$ cat src/rtl/f2i_if.sv
// Shared width/bias constants and the operand/result interface of the f2i converter.
package f2i_pkg;
  localparam int unsigned EXP_WIDTH   = 8;
  localparam int unsigned FRACT_WIDTH = 7;
  localparam int unsigned BIAS        = 127;
endpackage

interface f2i_if;
  logic                             valid_f2i_i;
  logic                             sgn_i;
  logic [f2i_pkg::EXP_WIDTH-1:0]   exp_i;
  logic [f2i_pkg::FRACT_WIDTH-1:0] fract_i;
  logic [f2i_pkg::EXP_WIDTH-1:0]   integer_o;
  logic [f2i_pkg::FRACT_WIDTH-1:0] fract_o;
  logic                             valid_f2i_o;
  logic                             busy_o;

  modport master (
    output valid_f2i_i, sgn_i, exp_i, fract_i,
    input  integer_o, fract_o, valid_f2i_o, busy_o
  );

  modport slave (
    input  valid_f2i_i, sgn_i, exp_i, fract_i,
    output integer_o, fract_o, valid_f2i_o, busy_o
  );
endinterface

$ cat src/rtl/f2i.sv
// Iterative float-to-fixed converter: one shift per cycle, then sign, then registered result.
// Optional macro F2I_ROUND_EN keeps a guard bit on right shifts and rounds half up on magnitude.
module f2i
  import f2i_pkg::*;
(
  input  logic clk,
  input  logic rst,
  f2i_if.slave bus
);

  localparam int unsigned FIX_W = EXP_WIDTH + FRACT_WIDTH;
  localparam int unsigned CNT_W = $clog2(FRACT_WIDTH + 2);
  localparam int unsigned E_W   = EXP_WIDTH + 2;

  localparam logic signed [E_W-1:0] BIAS_S    = E_W'(BIAS);
  localparam logic signed [E_W-1:0] E_SAT     = E_W'(EXP_WIDTH - 1);
  localparam logic signed [E_W-1:0] E_MIN     = E_W'(-(FRACT_WIDTH + 1));
  localparam logic [CNT_W-1:0]      CLAMP_CNT = CNT_W'(FRACT_WIDTH + 1);

  typedef enum logic [1:0] {
    IDLE,
    SHIFT,
    SIGN,
    DONE
  } state_t;

  state_t                 state_q, state_nxt;
  logic [FIX_W-1:0]       acc_q, acc_nxt;
  logic [CNT_W-1:0]       cnt_q, cnt_nxt;
  logic                   left_q, left_nxt;
  logic                   sgn_q, sgn_nxt;
  logic                   sat_q, sat_nxt;
  logic [EXP_WIDTH-1:0]   int_q, int_nxt;
  logic [FRACT_WIDTH-1:0] frc_q, frc_nxt;
  logic                   valid_q, valid_nxt;
`ifdef F2I_ROUND_EN
  logic                   guard_q, guard_nxt;
`endif

  logic signed [E_W-1:0]  e_in;
  logic [E_W-1:0]         e_mag;
  logic [FIX_W-1:0]       mag;

  always_ff @(posedge clk or negedge rst) begin
    if (!rst) begin
      state_q <= IDLE;
      acc_q   <= '0;
      cnt_q   <= '0;
      left_q  <= 1'b0;
      sgn_q   <= 1'b0;
      sat_q   <= 1'b0;
      int_q   <= '0;
      frc_q   <= '0;
      valid_q <= 1'b0;
`ifdef F2I_ROUND_EN
      guard_q <= 1'b0;
`endif
    end else begin
      state_q <= state_nxt;
      acc_q   <= acc_nxt;
      cnt_q   <= cnt_nxt;
      left_q  <= left_nxt;
      sgn_q   <= sgn_nxt;
      sat_q   <= sat_nxt;
      int_q   <= int_nxt;
      frc_q   <= frc_nxt;
      valid_q <= valid_nxt;
`ifdef F2I_ROUND_EN
      guard_q <= guard_nxt;
`endif
    end
  end

  always_comb begin
    state_nxt = state_q;
    acc_nxt   = acc_q;
    cnt_nxt   = cnt_q;
    left_nxt  = left_q;
    sgn_nxt   = sgn_q;
    sat_nxt   = sat_q;
    int_nxt   = int_q;
    frc_nxt   = frc_q;
    valid_nxt = 1'b0;
`ifdef F2I_ROUND_EN
    guard_nxt = guard_q;
    mag       = acc_q + FIX_W'(guard_q);
`else
    mag       = acc_q;
`endif
    e_in  = $signed({2'b00, bus.exp_i}) - BIAS_S;
    e_mag = e_in[E_W-1] ? $unsigned(-e_in) : $unsigned(e_in);

    unique case (state_q)
      IDLE: begin
        if (bus.valid_f2i_i) begin
          sgn_nxt  = bus.sgn_i;
          left_nxt = (e_in > 0);
          sat_nxt  = 1'b0;
          acc_nxt  = {{(EXP_WIDTH-1){1'b0}}, 1'b1, bus.fract_i};
          cnt_nxt  = CNT_W'(e_mag);
`ifdef F2I_ROUND_EN
          guard_nxt = 1'b0;
`endif
          if (bus.exp_i == '0) begin
            acc_nxt = '0;
            cnt_nxt = '0;
          end else if (bus.exp_i == '1 || e_in >= E_SAT) begin
            // Saturated value is final: SIGN leaves it untouched.
            sat_nxt = 1'b1;
            cnt_nxt = '0;
            acc_nxt = bus.sgn_i ? {1'b1, {(FIX_W-1){1'b0}}} : {1'b0, {(FIX_W-1){1'b1}}};
          end else if (e_in < E_MIN) begin
            // Too small to reach any output bit; shifting zero keeps latency and guard at 0.
            acc_nxt = '0;
            cnt_nxt = CLAMP_CNT;
          end
          state_nxt = SHIFT;
        end
      end
      SHIFT: begin
        if (cnt_q != '0) begin
          if (left_q) begin
            acc_nxt = acc_q << 1;
          end else begin
            acc_nxt = acc_q >> 1;
`ifdef F2I_ROUND_EN
            guard_nxt = acc_q[0];
`endif
          end
          cnt_nxt = cnt_q - CNT_W'(1);
        end else begin
          state_nxt = SIGN;
        end
      end
      SIGN: begin
        if (!sat_q) begin
          acc_nxt = sgn_q ? (FIX_W'(0) - mag) : mag;
        end
        state_nxt = DONE;
      end
      DONE: begin
        int_nxt   = acc_q[FIX_W-1:FRACT_WIDTH];
        frc_nxt   = acc_q[FRACT_WIDTH-1:0];
        valid_nxt = 1'b1;
        state_nxt = IDLE;
      end
      default: state_nxt = IDLE;
    endcase
  end

  assign bus.integer_o   = int_q;
  assign bus.fract_o     = frc_q;
  assign bus.valid_f2i_o = valid_q;
  assign bus.busy_o      = (state_q != IDLE);

endmodule

$ cat src/flat_wrapper.sv
// flat-port wrapper written by rule: the top's interface ports become plain ports
module f2i_flat import f2i_pkg::*;
  (clk, rst, bus_valid_f2i_i, bus_sgn_i, bus_exp_i, bus_fract_i, bus_integer_o, bus_fract_o, bus_valid_f2i_o, bus_busy_o);
  f2i_if bus_i ();
  input  logic clk;
  input  logic rst;
  input wire logic [$bits(bus_i.valid_f2i_i)-1:0] bus_valid_f2i_i;
  input wire logic [$bits(bus_i.sgn_i)-1:0] bus_sgn_i;
  input wire logic [$bits(bus_i.exp_i)-1:0] bus_exp_i;
  input wire logic [$bits(bus_i.fract_i)-1:0] bus_fract_i;
  output wire logic [$bits(bus_i.integer_o)-1:0] bus_integer_o;
  output wire logic [$bits(bus_i.fract_o)-1:0] bus_fract_o;
  output wire logic [$bits(bus_i.valid_f2i_o)-1:0] bus_valid_f2i_o;
  output wire logic [$bits(bus_i.busy_o)-1:0] bus_busy_o;
  assign bus_i.valid_f2i_i = bus_valid_f2i_i;
  assign bus_i.sgn_i = bus_sgn_i;
  assign bus_i.exp_i = bus_exp_i;
  assign bus_i.fract_i = bus_fract_i;
  assign bus_integer_o = bus_i.integer_o;
  assign bus_fract_o = bus_i.fract_o;
  assign bus_valid_f2i_o = bus_i.valid_f2i_o;
  assign bus_busy_o = bus_i.busy_o;
  f2i u_core (.clk(clk), .rst(rst), .bus(bus_i));
endmodule
$ cat config.mk
export PLATFORM = sky130hd
export DESIGN_NAME = f2i_flat
export DESIGN_NICKNAME = d
export VERILOG_FILES = /design/src/rtl/f2i_if.sv /design/src/rtl/f2i.sv /design/src/flat_wrapper.sv
export SDC_FILE = /design/constraint.sdc
export NUM_CORES = 1
export LEC_CHECK = 0
export CAP_MARGIN = 25
export CORE_MARGIN = 4
export CORE_UTILIZATION = 40
export DETAILED_ROUTE_END_ITERATION = 8
export GPL_ROUTABILITY_DRIVEN = 0
export PLACE_DENSITY = 0.57
export SLEW_MARGIN = 5
export SYNTH_ARGS = -nofsm -noshare
export SYNTH_HDL_FRONTEND = slang
export SYNTH_SLANG_ARGS = --single-unit
$ cat constraint.sdc
create_clock -name clk -period 4.82 [get_ports clk]
set_input_delay 0.482 -clock clk [delete_from_list [all_inputs] [get_ports clk]]
set_output_delay 0.482 -clock clk [all_outputs]
set_load 0.005 [all_outputs]
# Yosys cells after proc, flatten, opt, wreduce, memory -nomap -nowiden
# Index checks and enable logic that the tools add are counted.
# word_totals
ff_bits	40
out_inout_bits	17
word_cells	59
# op_classes
addsub	4
order_cmp	3
n_eq_ne	9
n_mux	23
reduce_logical	11
# op_table
op	count
15-bit two-way mux	8
15-bit case mux with 3 select lines	1
4-bit two-way mux	6
1-bit by 15-bit subtractor with 15-bit output, first input constant	1
9-bit by 4-bit greater-or-equal comparator with 1-bit output, second input constant	1
9-bit by 1-bit > comparator with 1-bit output, second input constant	1
9-bit by 4-bit < comparator with 1-bit output, second input constant	1
8-bit by 7-bit subtractor with 9-bit output, second input constant	1
8-bit == test, second input constant	1
8-bit zero test	1
8-bit two-way mux	1
2-bit case mux with 4 select lines	1
4-bit case mux with 2 select lines	1
2-bit inequality test, second input constant	3
5-bit AND reduction	1
2-bit == test, second input constant	2
2-bit two-way mux	2
2-bit by 1-bit inequality test with 1-bit output, second input constant	2
4-bit negator	1
2-bit AND reduction	2
2-bit nonzero test	2
4-bit nonzero test	1
4-bit by 1-bit subtractor with 4-bit output, second input constant	1
1-bit two-way mux	3
5 further kinds	5

# Depth between registers and ports, before layout
# logic_depth
ltp_word	8
mapped_depth	10
depth_no_buf	9

# Worst setup path before layout
# Ideal clock, no wire load.
# synth_path
path_type	input-to-reg
from	input bus_exp_i[0]
to	register u_core.acc_q[11]
setup_time_ps	121
t_arrival_ps	2119
setup_slack_ps	2580
cell_stages	8
n_path_buf	0
path_cell_list	inv_2 > ha_1 > a21o_1 > maj3_2 > o22a_4 > o211ai_2 > o211ai_1 > a22o_1
# synth_between
elab_chain_len	7
elab_cells_between_ends	9
classes_between	add/sub: 1; order compare: 1; eq/ne: 1; mux: 4; reduce/logical: 2
# synth_rtl
item	line	text
start: declaration	flat_wrapper.sv:9	input wire logic [$bits(bus_i.exp_i)-1:0] bus_exp_i;
8-bit by 7-bit subtractor with 9-bit output	f2i.sv:90	e_in = $signed({2'b00, bus.exp_i}) - BIAS_S;
9-bit by 4-bit greater-or-equal comparator with 1-bit output	f2i.sv:107	end else if (bus.exp_i == '1 || e_in >= E_SAT) begin
1-bit logical OR	f2i.sv:107	
15-bit two-way mux	f2i.sv:107	
15-bit two-way mux (*)	f2i.sv:104	if (bus.exp_i == '0) begin
15-bit two-way mux (*)	f2i.sv:95	if (bus.valid_f2i_i) begin
15-bit case mux with 3 select lines (*)	f2i.sv:93	unique case (state_q)
end signal: assignment	f2i.sv:60	acc_q <= acc_nxt;
end: declaration	f2i.sv:28	logic [FIX_W-1:0] acc_q, acc_nxt;
# Every way passes the cells marked *; elsewhere a longest branch is shown, timed or not. The select of a mux whose other input is x is not followed.
# A chain may end at the register's enable or synchronous reset.

# Final worst setup path
# layout_path
from	input bus_exp_i[0]
to	register u_core.acc_q[6]
# layout_between
elab_chain_len	7
elab_cells_between_ends	11
classes_between	add/sub: 1; order compare: 2; eq/ne: 1; mux: 5; reduce/logical: 2
# layout_rtl
item	line
8-bit by 7-bit subtractor with 9-bit output	f2i.sv:90
9-bit by 4-bit < comparator with 1-bit output or 9-bit by 4-bit greater-or-equal comparator with 1-bit output (tied branches)	f2i.sv:112, f2i.sv:107
8-bit two-way mux or 1-bit logical OR (tied branches)	f2i.sv:112, f2i.sv:107
15-bit two-way mux	f2i.sv:107
15-bit two-way mux (*)	f2i.sv:104
15-bit two-way mux (*)	f2i.sv:95
15-bit case mux with 3 select lines (*)	f2i.sv:93
# Marked as above.

==> results.md <==
* Seq cells post-synth at 40
* Hold buffers post-CTS at 0
* Die height at 93.85 um
* Dpl hpwl at 4938 um
* Slew margin rel. at 45.26%
* Vias in the first global route at 2321
* Die footprint at 0.008807 mm^2
* Area growth syn-to-layout at 16.26%
* CTS buffer count at 5
* Worst path bufs/invs at 1
* Post-Syn Area at 0.002948 mm^2
* Routed WL at 6854 um
* Core area at 0.007214 mm^2
* First-pass GRT wire length at 11760 um
* Hold Path Class: input pin to asynchronous set/reset pin
* Syn_area_per_cell at 9.183 um^2
* Type of origin of the critical path: input pin
* Vias at 2459
* Fillers at 729
* IO Pins at 36
* H-tree levels at 2
* Cells along the critical path: clkdlybuf4s50_1 -> ha_1 -> nand2_1 -> nor2_1 -> nor4_1 -> o21ai_2 -> o21a_1 -> mux2i_1 -> o221ai_1
* Diode count at 0
* Least-Margin Pin Slew at 0.8211 ns
* Top_reg_cell synth: dfrtp_1
* Max Cap Violations at 0
* Crit Path Max Fanout at 12
* Slew Limit Fails at 0
* Worst clock skew at 0.007099 ns
* Nets at 371
* Antenna Nets Post-Route at 0
* Critical Path AT at 3.11 ns
* Layout cells sized above 1 at 15.50%
* Hold Fails Final Rpt at 0
* Sum Neg Setup Slack at 0 ns
* Clk sinks at 40
* Insertion delay to the later sink of the worst-skew pair at 0.29 ns
* Max VDD drop at 0.0001926 V
* Kind of cell adding the most delay to the critical path: compound AO/OA/AOI/OAI gates
* Port Buffer Count at 35
* Area contributors post-synth: dfrtp_1 34%, mux2_2 8.8%, ha_1 4.2%, mux2i_1 3.7%, nand2_1 3.7%
* Achievable Freq at 339.2 MHz
* Iteration-0 DRC Markers at 92
* Critical Path End Type: flip-flop
* Reg clk slew, reported paths at 0.08 ns
* Initial antenna violation count at 0
* Gr ovfl total at 0
* Die X at 93.85 um
* Unrepaired setup endpoints after global routing: no
* # resized after CTS at 0
* Metal2 WL at 3099 um
* Syn Inst Count at 321
* Core Rows at 31
* Status: complete, no violations
* Max Root-Sink Buffers at 2
* Wire length on met1 at 3313 um
* Top routing layer in use: met4
* Largest stage delay, worst path at 0.62 ns
* Net Count, Synth at 350
* Post-synth EDFFs at 0
* Hold Worst Slack at 0.1246 ns
* Pwr dens at 630.0 mW/mm^2
* Slowest stage cell, crit path: clkdlybuf4s50_1
* 1st-pass router iterations at 4
* CTS tree: done
* Via density at 5.576
* Avg WL per Cell at 15.54 um
* Tot GR Track Use at 16.62%
* Unique masters post-synth at 62
* Largest net degree at the start of global routing at 41
* Final setup fails at 0
* Post-synth top area share at 33.96%
* CP required at 4.98 ns
* Async SR Flop Fraction at 100.0%
* Initial Util at 40.86%
* Root Buffer: clkbuf_8
* Leak Pwr at 0.001403 uW
* Tmin final at 2.948 ns
* Tcrit/Tclk final at 61.17%
* Remaining DRCs at 0
* Register area share after synthesis at 33.96%
* CP Class: input pin to flip-flop
* Yosys warning count at 0
* Leading area contributor after synthesis: dfrtp_1
* Routed wl met3 at 358 um
* Number of post-CTS setup repair buffers at 0
-- path summary, 6_finish.rpt --
| kind | endpoint | cells after the start | slack (ns) | start |
|---|---|---|---|---|
| max | u_core.acc_q[6]$_DFFE_PN0P_ | 9 | 1.87 | bus_exp_i[0] |
| min | u_core.bus.fract_o[4]$_DFFE_PN0P_ | 1 | 0.12 | rst |
| max reg2reg | u_core.acc_q[10]$_DFFE_PN0P_ | 8 | 2.31 | u_core.state_q[1]$_DFFE_PN0P_ |
| min reg2reg | u_core.sgn_q$_DFFE_PN0P_ | 2 | 0.48 | u_core.sgn_q$_DFFE_PN0P_ |
| max in group asynchronous | u_core.acc_q[12]$_DFFE_PN0P_ | 2 | 4.23 | rst |
| min in group clk | u_core.sgn_q$_DFFE_PN0P_ | 2 | 0.48 | u_core.sgn_q$_DFFE_PN0P_ |
-- state kept, by name, summed over array words and instances, names as in the netlist --
register                cells
u_core.sat_q                1
u_core.sgn_q                1
u_core.acc_q               15
u_core.cnt_q                4
u_core.state_q              2
u_core.bus.fract_o          7
u_core.bus.integer_o        8
u_core.left_q               1
u_core.bus.valid_f2i_o      1
-- cell usage after synthesis, types with 4 or more instances --
cell and instances:
o211ai_1 4, nor2b_1 5, a21o_1 6, nand3_1 6, a21oi_1 18, o31ai_1 5
nand2_1 29, mux2i_1 11, a22oi_1 4, inv_1 12, clkbuf_1 14, or3_1 4
o21ai_0 17, mux2_2 23, ha_1 10, buf_6 4, xnor2_1 6, nor2_1 23
o221ai_1 6, nor3_1 6, a22o_1 5, dfrtp_1 40
-- cell families after synthesis --
family	Yosys count	synth area share [%]
compound gates	92	22.58
xor+xnor	8	2.377
fa+ha+maj	11	4.626
buf+inv	36	5.687
flops	40	33.96
mux	34	12.52
simple gates	100	18.25
-- cell type report --
type | count | area (um^2) | area share, %
inverters | 13 | 48.80 | 1.424
well taps | 99 | 123.9 | 3.614
repair buffers | 37 | 377.9 | 11.03
clock buffers | 7 | 96.34 | 2.811
flip-flops and latches | 40 | 1001 | 29.21
multi-input cells | 245 | 1779 | 51.92
-- per-layer routing --
metal,track usage [%],vias up
met5,0,-
met4,3.971,0
met3,3.045,6
met2,25.37,75
met1,24.25,1159
li1,-,1219
-- power breakdown --
group,internal (uW),switching (uW)
logic,609,650
clock network,128,112
registers,484,177
total,1220,939
-- cell usage in the layout (no fill, tap or decap), types with 3 or more instances in the layout --
cell type and instances:
o22ai_1 3, o31ai_1 5, o221ai_1 6, nor3_1 6
a22o_1 5, a22oi_1 4, or3_1 4, mux2i_1 11
nand4_1 3, nor2b_1 5, o211ai_1 4, mux2_2 23
ha_1 10, o21ai_0 17, a31oi_1 3, and2_1 3
nor2_1 23, clkbuf_8 7, clkdlybuf4s50_1 34, nand2_1 29
inv_1 12, nand3_1 6, xnor2_1 6, a21o_1 6
nor4_1 3, nor3b_1 3, a21oi_1 18, dfrtp_1 40
-- through the flow --
stage / instance area [um^2] / cells / power (uW) / worst slack [ns] / util, %
final: 3427 / 441 / 2159 / 1.872 / 47.50
after global placement: 3298 / 432 / 1907 / 1.700 / 45.72
after floorplan: 2948 / 321 / 1561 / 2.580 / -
after detailed placement: 3303 / 433 / 1924 / 1.572 / 45.79
after CTS: 3400 / 440 / 2172 / 1.885 / 47.12
after global routing: 3427 / 441 / 2363 / 1.689 / 47.50
(Power assumes the default switching activity.)
